--- src/rtl/seg_scan_driver_if.sv ---
// seg_scan_driver_if: display bundle between the view logic and the
// front-panel scan driver (values/LED word in, panel pins out).
interface seg_scan_driver_if;
   logic [5:0] showLeft;
   logic [5:0] showMiddle;
   logic [5:0] showRight;
   logic [2:0] shinning;
   logic [9:0] LEDMsg;
   logic [5:0] an;
   logic [7:0] seg;
   logic [9:0] led;

   modport master (
      output showLeft, showMiddle, showRight, shinning, LEDMsg,
      input  an, seg, led
   );

   modport slave (
      input  showLeft, showMiddle, showRight, shinning, LEDMsg,
      output an, seg, led
   );
endinterface

--- src/rtl/seg_scan_driver.sv ---
// seg_scan_driver: 6-digit active-low multiplexed 7-seg scanner with
// per-frame value latch, BCD split, blanking, dp and blinking stage LED.
module seg_scan_driver #(
   parameter int SCAN_DIV  = 50000,
   parameter int BLINK_DIV = 25000000
) (
   input logic             cp,
   input logic             reset,
   seg_scan_driver_if.slave dif
);

   localparam int SW = $clog2(SCAN_DIV);
   localparam int BW = $clog2(BLINK_DIV);
   localparam logic [SW-1:0] SCAN_TC  = SW'(SCAN_DIV - 1);
   localparam logic [BW-1:0] BLINK_TC = BW'(BLINK_DIV - 1);

   logic [SW-1:0] scnt_q, scnt_d;
   logic [2:0]    d_q, d_d;
   logic [BW-1:0] bcnt_q, bcnt_d;
   logic          phase_q, phase_d;
   logic          first_q;
   logic [5:0]    shl_q, shm_q, shr_q;
   logic [5:0]    an_q, an_d;
   logic [7:0]    seg_q, seg_d;
   logic [9:0]    led_q, led_d;

   logic          scan_wrap;
   logic          latch;
   logic [5:0]    src_l, src_m, src_r;
   logic [5:0]    val;
   logic          is_units;
   logic [12:0]   prod;
   logic [2:0]    tens;
   logic [5:0]    rem;
   logic [3:0]    digit;
   logic          blank;
   logic [2:0]    lidx;

   function automatic logic [6:0] seg_code(input logic [3:0] n);
      logic [6:0] c;
      case (n)
         4'd0:    c = 7'b1000000;
         4'd1:    c = 7'b1111001;
         4'd2:    c = 7'b0100100;
         4'd3:    c = 7'b0110000;
         4'd4:    c = 7'b0011001;
         4'd5:    c = 7'b0010010;
         4'd6:    c = 7'b0000010;
         4'd7:    c = 7'b1111000;
         4'd8:    c = 7'b0000000;
         4'd9:    c = 7'b0010000;
         default: c = 7'b1111111;
      endcase
      return c;
   endfunction

   assign scan_wrap = (scnt_q == SCAN_TC);
   assign latch     = first_q | (scan_wrap & (d_q == 3'd5));

   // The very first step after reset shows the live inputs, because
   // the shadows are only being loaded on that same edge.
   assign src_l = first_q ? dif.showLeft   : shl_q;
   assign src_m = first_q ? dif.showMiddle : shm_q;
   assign src_r = first_q ? dif.showRight  : shr_q;

   // Scan and blink counters advance independently.
   always_comb begin
      scnt_d  = scan_wrap ? '0 : scnt_q + SW'(1);
      d_d     = d_q;
      if (scan_wrap)
         d_d = (d_q == 3'd5) ? 3'd0 : d_q + 3'd1;
      bcnt_d  = bcnt_q + BW'(1);
      phase_d = phase_q;
      if (bcnt_q == BLINK_TC) begin
         bcnt_d  = '0;
         phase_d = ~phase_q;
      end
   end

   // Select the value and digit kind for the current scan slot.
   always_comb begin
      val      = '0;
      is_units = 1'b0;
      unique case (d_q)
         3'd0: begin val = src_l; is_units = 1'b0; end
         3'd1: begin val = src_l; is_units = 1'b1; end
         3'd2: begin val = src_m; is_units = 1'b0; end
         3'd3: begin val = src_m; is_units = 1'b1; end
         3'd4: begin val = src_r; is_units = 1'b0; end
         3'd5: begin val = src_r; is_units = 1'b1; end
         default: begin val = '0; is_units = 1'b0; end
      endcase
   end

   // v/10 as (v*13)>>7 is exact over 0..63; units is the remainder.
   always_comb begin
      prod  = {7'd0, val} * 13'd13;
      tens  = prod[9:7];
      rem   = val - ({3'd0, tens} * 6'd10);
      digit = is_units ? rem[3:0] : {1'b0, tens};
      blank = ~is_units & (tens == 3'd0);
   end

   // Next panel outputs: digit enable, segments and blinking LED word.
   always_comb begin
      an_d  = ~(6'b100000 >> d_q);
      seg_d = {~(is_units & dif.LEDMsg[9]), seg_code(digit)};
      if (blank)
         seg_d = 8'hFF;
      if (!dif.LEDMsg[8]) begin
         an_d  = 6'h3F;
         seg_d = 8'hFF;
      end
      lidx  = 3'd7 - dif.shinning;
      led_d = dif.LEDMsg;
      if (dif.LEDMsg[8] && !dif.LEDMsg[9])
         led_d[lidx] = dif.LEDMsg[lidx] & phase_q;
   end

   // Counter, phase and first-step flag registers.
   always_ff @(posedge cp or posedge reset) begin
      if (reset) begin
         scnt_q  <= '0;
         d_q     <= 3'd0;
         bcnt_q  <= '0;
         phase_q <= 1'b1;
         first_q <= 1'b1;
      end else begin
         scnt_q  <= scnt_d;
         d_q     <= d_d;
         bcnt_q  <= bcnt_d;
         phase_q <= phase_d;
         first_q <= 1'b0;
      end
   end

   // Frame shadows: loaded only at frame start so a frame never mixes values.
   always_ff @(posedge cp or posedge reset) begin
      if (reset) begin
         shl_q <= '0;
         shm_q <= '0;
         shr_q <= '0;
      end else if (latch) begin
         shl_q <= dif.showLeft;
         shm_q <= dif.showMiddle;
         shr_q <= dif.showRight;
      end
   end

   // Registered panel outputs.
   always_ff @(posedge cp or posedge reset) begin
      if (reset) begin
         an_q  <= 6'h3F;
         seg_q <= 8'hFF;
         led_q <= 10'h000;
      end else begin
         an_q  <= an_d;
         seg_q <= seg_d;
         led_q <= led_d;
      end
   end

   assign dif.an  = an_q;
   assign dif.seg = seg_q;
   assign dif.led = led_q;

endmodule
--- src/flat_wrapper.sv ---
// flat-port wrapper written by rule: the top's interface ports become plain ports
module seg_scan_driver_flat 
#(
   parameter int SCAN_DIV  = 50000,
   parameter int BLINK_DIV = 25000000
)
  (cp, reset, dif_showLeft, dif_showMiddle, dif_showRight, dif_shinning, dif_LEDMsg, dif_an, dif_seg, dif_led);
  seg_scan_driver_if dif_i ();
  input logic cp;
  input logic reset;
  input wire logic [$bits(dif_i.showLeft)-1:0] dif_showLeft;
  input wire logic [$bits(dif_i.showMiddle)-1:0] dif_showMiddle;
  input wire logic [$bits(dif_i.showRight)-1:0] dif_showRight;
  input wire logic [$bits(dif_i.shinning)-1:0] dif_shinning;
  input wire logic [$bits(dif_i.LEDMsg)-1:0] dif_LEDMsg;
  output wire logic [$bits(dif_i.an)-1:0] dif_an;
  output wire logic [$bits(dif_i.seg)-1:0] dif_seg;
  output wire logic [$bits(dif_i.led)-1:0] dif_led;
  assign dif_i.showLeft = dif_showLeft;
  assign dif_i.showMiddle = dif_showMiddle;
  assign dif_i.showRight = dif_showRight;
  assign dif_i.shinning = dif_shinning;
  assign dif_i.LEDMsg = dif_LEDMsg;
  assign dif_an = dif_i.an;
  assign dif_seg = dif_i.seg;
  assign dif_led = dif_i.led;
  seg_scan_driver #(.SCAN_DIV(SCAN_DIV), .BLINK_DIV(BLINK_DIV)) u_core (.cp(cp), .reset(reset), .dif(dif_i));
endmodule
--- config.mk ---
export PLATFORM = sky130hd
export DESIGN_NAME = seg_scan_driver_flat
export DESIGN_NICKNAME = d
export VERILOG_FILES = /design/src/rtl/seg_scan_driver_if.sv /design/src/rtl/seg_scan_driver.sv /design/src/flat_wrapper.sv
export SDC_FILE = /design/constraint.sdc
export NUM_CORES = 1
export LEC_CHECK = 0
export ABC_AREA = 1
export CAP_MARGIN = 10
export CORE_MARGIN = 1
export CORE_UTILIZATION = 30
export DETAILED_ROUTE_END_ITERATION = 12
export PLACE_DENSITY = 0.47
export SYNTH_ARGS = -nofsm -noshare
export SYNTH_HDL_FRONTEND = slang
export SYNTH_SLANG_ARGS = --single-unit
--- constraint.sdc ---
create_clock -name cp -period 7.55 [get_ports cp]
set_input_delay 1.51 -clock cp [delete_from_list [all_inputs] [get_ports cp]]
set_output_delay 1.51 -clock cp [all_outputs]
set_load 0.01 [all_outputs]
==> impl_metrics.toml <==
[sta]
fin_crit_sh_pct = 70.92
worst_slew_pin_slew_ns = 0.9188
finalSetupViolations = 0
fin_crit_ns = 5.355
rsz0062_at_grt = "no"
setup_tns_ns = 0
max_slew_margin_pct = 38.75
fin_skew_ns = 0.006042
hold_viol = 0
slew_viol_final = 0
fmax_mhz = 186.7

[setup_path]
path_class = "in -> reg"
cp.required_ns = 7.81
worstPathArrival_ns = 5.61
r2r_cells = 26
regToRegSetupSlack_ns = 2.92
worstSetupEndpoint = "u_core.dif.seg[3]"
end_kind = "register"
rr_endpoint = "u_core.dif.seg[3]"
startpoint = "dif_showLeft[1]"
critPathLaunchType = "input port"
r2r_start = "u_core.first_q"
cp_max_fo = 6

[floorplanning]
initial_utilization_pct = 31.12
fp-row-count = 46
die_h_um = 131.3
dieWidth_um = 131.3
coreArea_um2 = 16120
die_area_um2 = 17240
ios = 57

[clock_network]
cts_setup_buffers = 0
hold_buffers = 0
cts_buffers = 9
clock_tree.root_cell = "clkbuf_16"
path_clk_slew_ns = 0.06
cts_resized = 0
clock-sinks = 88
htreeDepth = 3
cts_max_path_buffers = 2
clk_latency_ns = 0.34
cts_tree = "yes"

[power_and_ir_drop]
share_comb_of_total_power_pct = 25.6
power-per-cell-area_nw_per_um2 = 205.8
p_leak_nw = 2.872
pwr-share-clk_pct = 32.8
p_total_mw = 1.252
switching_share_pct = 29.94
vdd_drop_max_mv = 0.1057
pwr-share-seq_pct = 41.6
p_int_uw = 877.2
p_sw_uw = 374.9

[global_route]
grt_pass1_wl_mm = 19.18
grt_pass1_vias = 4048
antenna_found_initial = 0
grt_use_total_pct = 13.68
grt_max_degree = 72
grt_overflow = 0

[synth]
synth_warnings = 0
yosysSeqAreaShare_pct = 44.31
ys_ff_latch = 88
yosysUniqueCellTypes = 52
syn_area_per_cell_um2 = 8.221
synth-async-reset-ratio_pct = 100.0
synth_nets = 667
synth-main-ff-cell = "dfrtp_1"
netlist_area_um2 = 5015
synth_edf_count = 0
netlist_instances = 610

[route]
met2_length_mm = 5.025
ant_nets = 0
viasPerCell = 4.508
routedWlPerCell_um = 12.14
wl_met3_um = 381
wl_mm = 10.83
top_layer = "met4"
first_pass_iters = 4
wl_met1_mm = 5.286
first_iter_violations = 200
drc = 0
vias = 4021

[cells_and_area]
diodes = 0
layout-drive-gt1-share_pct = 13.02
nets = 728
syn2layout_area_growth_pct = 21.31
post_layout_nonfiller_instances = 892

[min_path]
worstHoldPathCells = 1
hold_path.class = "reg -> reg"

[placement]
dp_cells = 876
hpwl_mm = 8.225
io_buffers = 56
gp_congestion = 0.7930

[flow_run]
drv_cap = 0

[outcome]
status = "completed"
-- flip-flops by register name (all words and copies together), names as in the netlist --
register	count
u_core.dif.an	6
u_core.bcnt_q	25
u_core.first_q	1
u_core.phase_q	1
u_core.shm_q	6
u_core.dif.led	10
u_core.shl_q	6
u_core.dif.seg	8
u_core.scnt_q	16
u_core.shr_q	6
u_core.d_q	3
-- stage by stage --
stage	cell area (µm²)	hold slack [ns]	utilization [%]	setup slack, ns
global route	6083	0.4993	37.75	1.837
floorplan	5015	0.4251	-	2.694
global placement	5816	0.4462	36.09	1.920
CTS	6083	0.4640	37.75	2.181
finish	6083	0.4581	37.75	2.195
detailed placement	5816	0.4549	36.09	1.807
-- logic make-up after synthesis --
| group | Yosys count | synth area share [%] |
|---|---|---|
| DFF | 88 | 44.31 |
| xor gates and xnor gates | 13 | 2.270 |
| and+or+nand+nor | 268 | 25.97 |
| muxes | 4 | 0.8981 |
| AOI/OAI and AO/OA | 97 | 11.05 |
| other | 1 | 0.07478 |
| adders and majority gates | 24 | 6.437 |
| buffers and inverters | 115 | 8.982 |
-- synthesized netlist by cell type, types with 2 or more instances --
master	instances	share of area, %
a21boi_0	2	0.30
a21oi_1	36	3.6
and3_1	2	0.25
buf_4	2	0.30
clkbuf_1	4	0.30
dfrtp_1	72	36
dfstp_2	16	8.4
fa_1	3	1.2
ha_1	21	5.2
inv_1	99	7.4
inv_2	7	0.52
mux2_1	2	0.45
mux2_2	2	0.45
nand2_1	110	8.2
nand2_2	15	1.9
nand2_4	2	0.45
nand3_1	28	2.8
nand3_2	7	1.4
nand4_1	12	1.5
nand4_2	2	0.50
nor2_1	57	4.3
nor2_2	8	1.0
nor2_4	5	1.1
nor3_1	12	1.2
nor4_1	3	0.37
o21ai_0	40	4.0
o21ai_1	2	0.20
o21ai_4	2	0.65
o21bai_1	2	0.30
o22ai_1	2	0.25
xnor2_1	4	0.70
xor2_1	9	1.6
-- critical path: stages --
cell and delay (ns):
clkdlybuf4s50_1 0.43, o21ai_0 0.16, nand2_1 0.08, nor2_1 0.22, inv_1 0.10, ha_1 0.28
inv_1 0.05, fa_1 0.49, inv_1 0.04, ha_1 0.29, nand2_1 0.07, inv_1 0.04
nand3_2 0.06, nand2_2 0.07, nand2_2 0.09, nand2_2 0.06, nand2_1 0.07, nand2_1 0.09
ha_1 0.23, fa_1 0.40, xnor2_1 0.28, inv_1 0.09, nand3_1 0.10, nand3_2 0.12
nand2_1 0.10, nand4_1 0.09
-- per-layer routing --
layer  GRT usage, %  vias up
met5              0        -
met4          4.070        0
met3          3.086        8
met2          22.49       57
met1          17.89     1877
li1               -     2079
-- worst min path at each step --
stage | startpoint | endpoint | slack [ns]
after global routing | u_core.scnt_q[0] | u_core.scnt_q[0] | 0.50
after global placement | u_core.scnt_q[0] | u_core.scnt_q[0] | 0.45
after detailed placement | u_core.scnt_q[0] | u_core.scnt_q[0] | 0.45
after floorplan | u_core.scnt_q[0] | u_core.scnt_q[0] | 0.43
final | u_core.scnt_q[0] | u_core.scnt_q[0] | 0.46
after CTS | u_core.scnt_q[0] | u_core.scnt_q[0] | 0.46
-- power groups by stage --
stage,Clock [mW],Sequential [mW],Combinational [mW]
floorplan,0,0.538,0.209
global placement,0,0.529,0.324
detailed placement,0,0.529,0.326
CTS,0.431,0.521,0.327
global route,0.449,0.523,0.369
finish,0.411,0.520,0.321
-- layout by cell type (no fill, tap or decap), types with 8 or more instances in the layout --
| cell | count |
|---|---|
| nand4_1 | 12 |
| a21oi_1 | 36 |
| nor2_1 | 57 |
| clkdlybuf4s50_1 | 56 |
| nand2_1 | 110 |
| dfstp_2 | 16 |
| ha_1 | 21 |
| nand2_2 | 15 |
| xor2_1 | 9 |
| dfrtp_1 | 72 |
| clkbuf_16 | 9 |
| nand3_1 | 28 |
| nor2_2 | 8 |
| o21ai_0 | 40 |
| nor3_1 | 12 |
| inv_1 | 98 |
-- cell type report --
type | instances | area, µm²
clock buffer | 13 | 250.2
clock inverter | 3 | 17.52
fill | 1690 | 10030
inverter | 107 | 405.4
multi-input combinational | 407 | 2342
sequential | 88 | 2222
tap | 216 | 270.3
timing repair buffer | 58 | 575.6
Power figures use the tool's default switching activity.
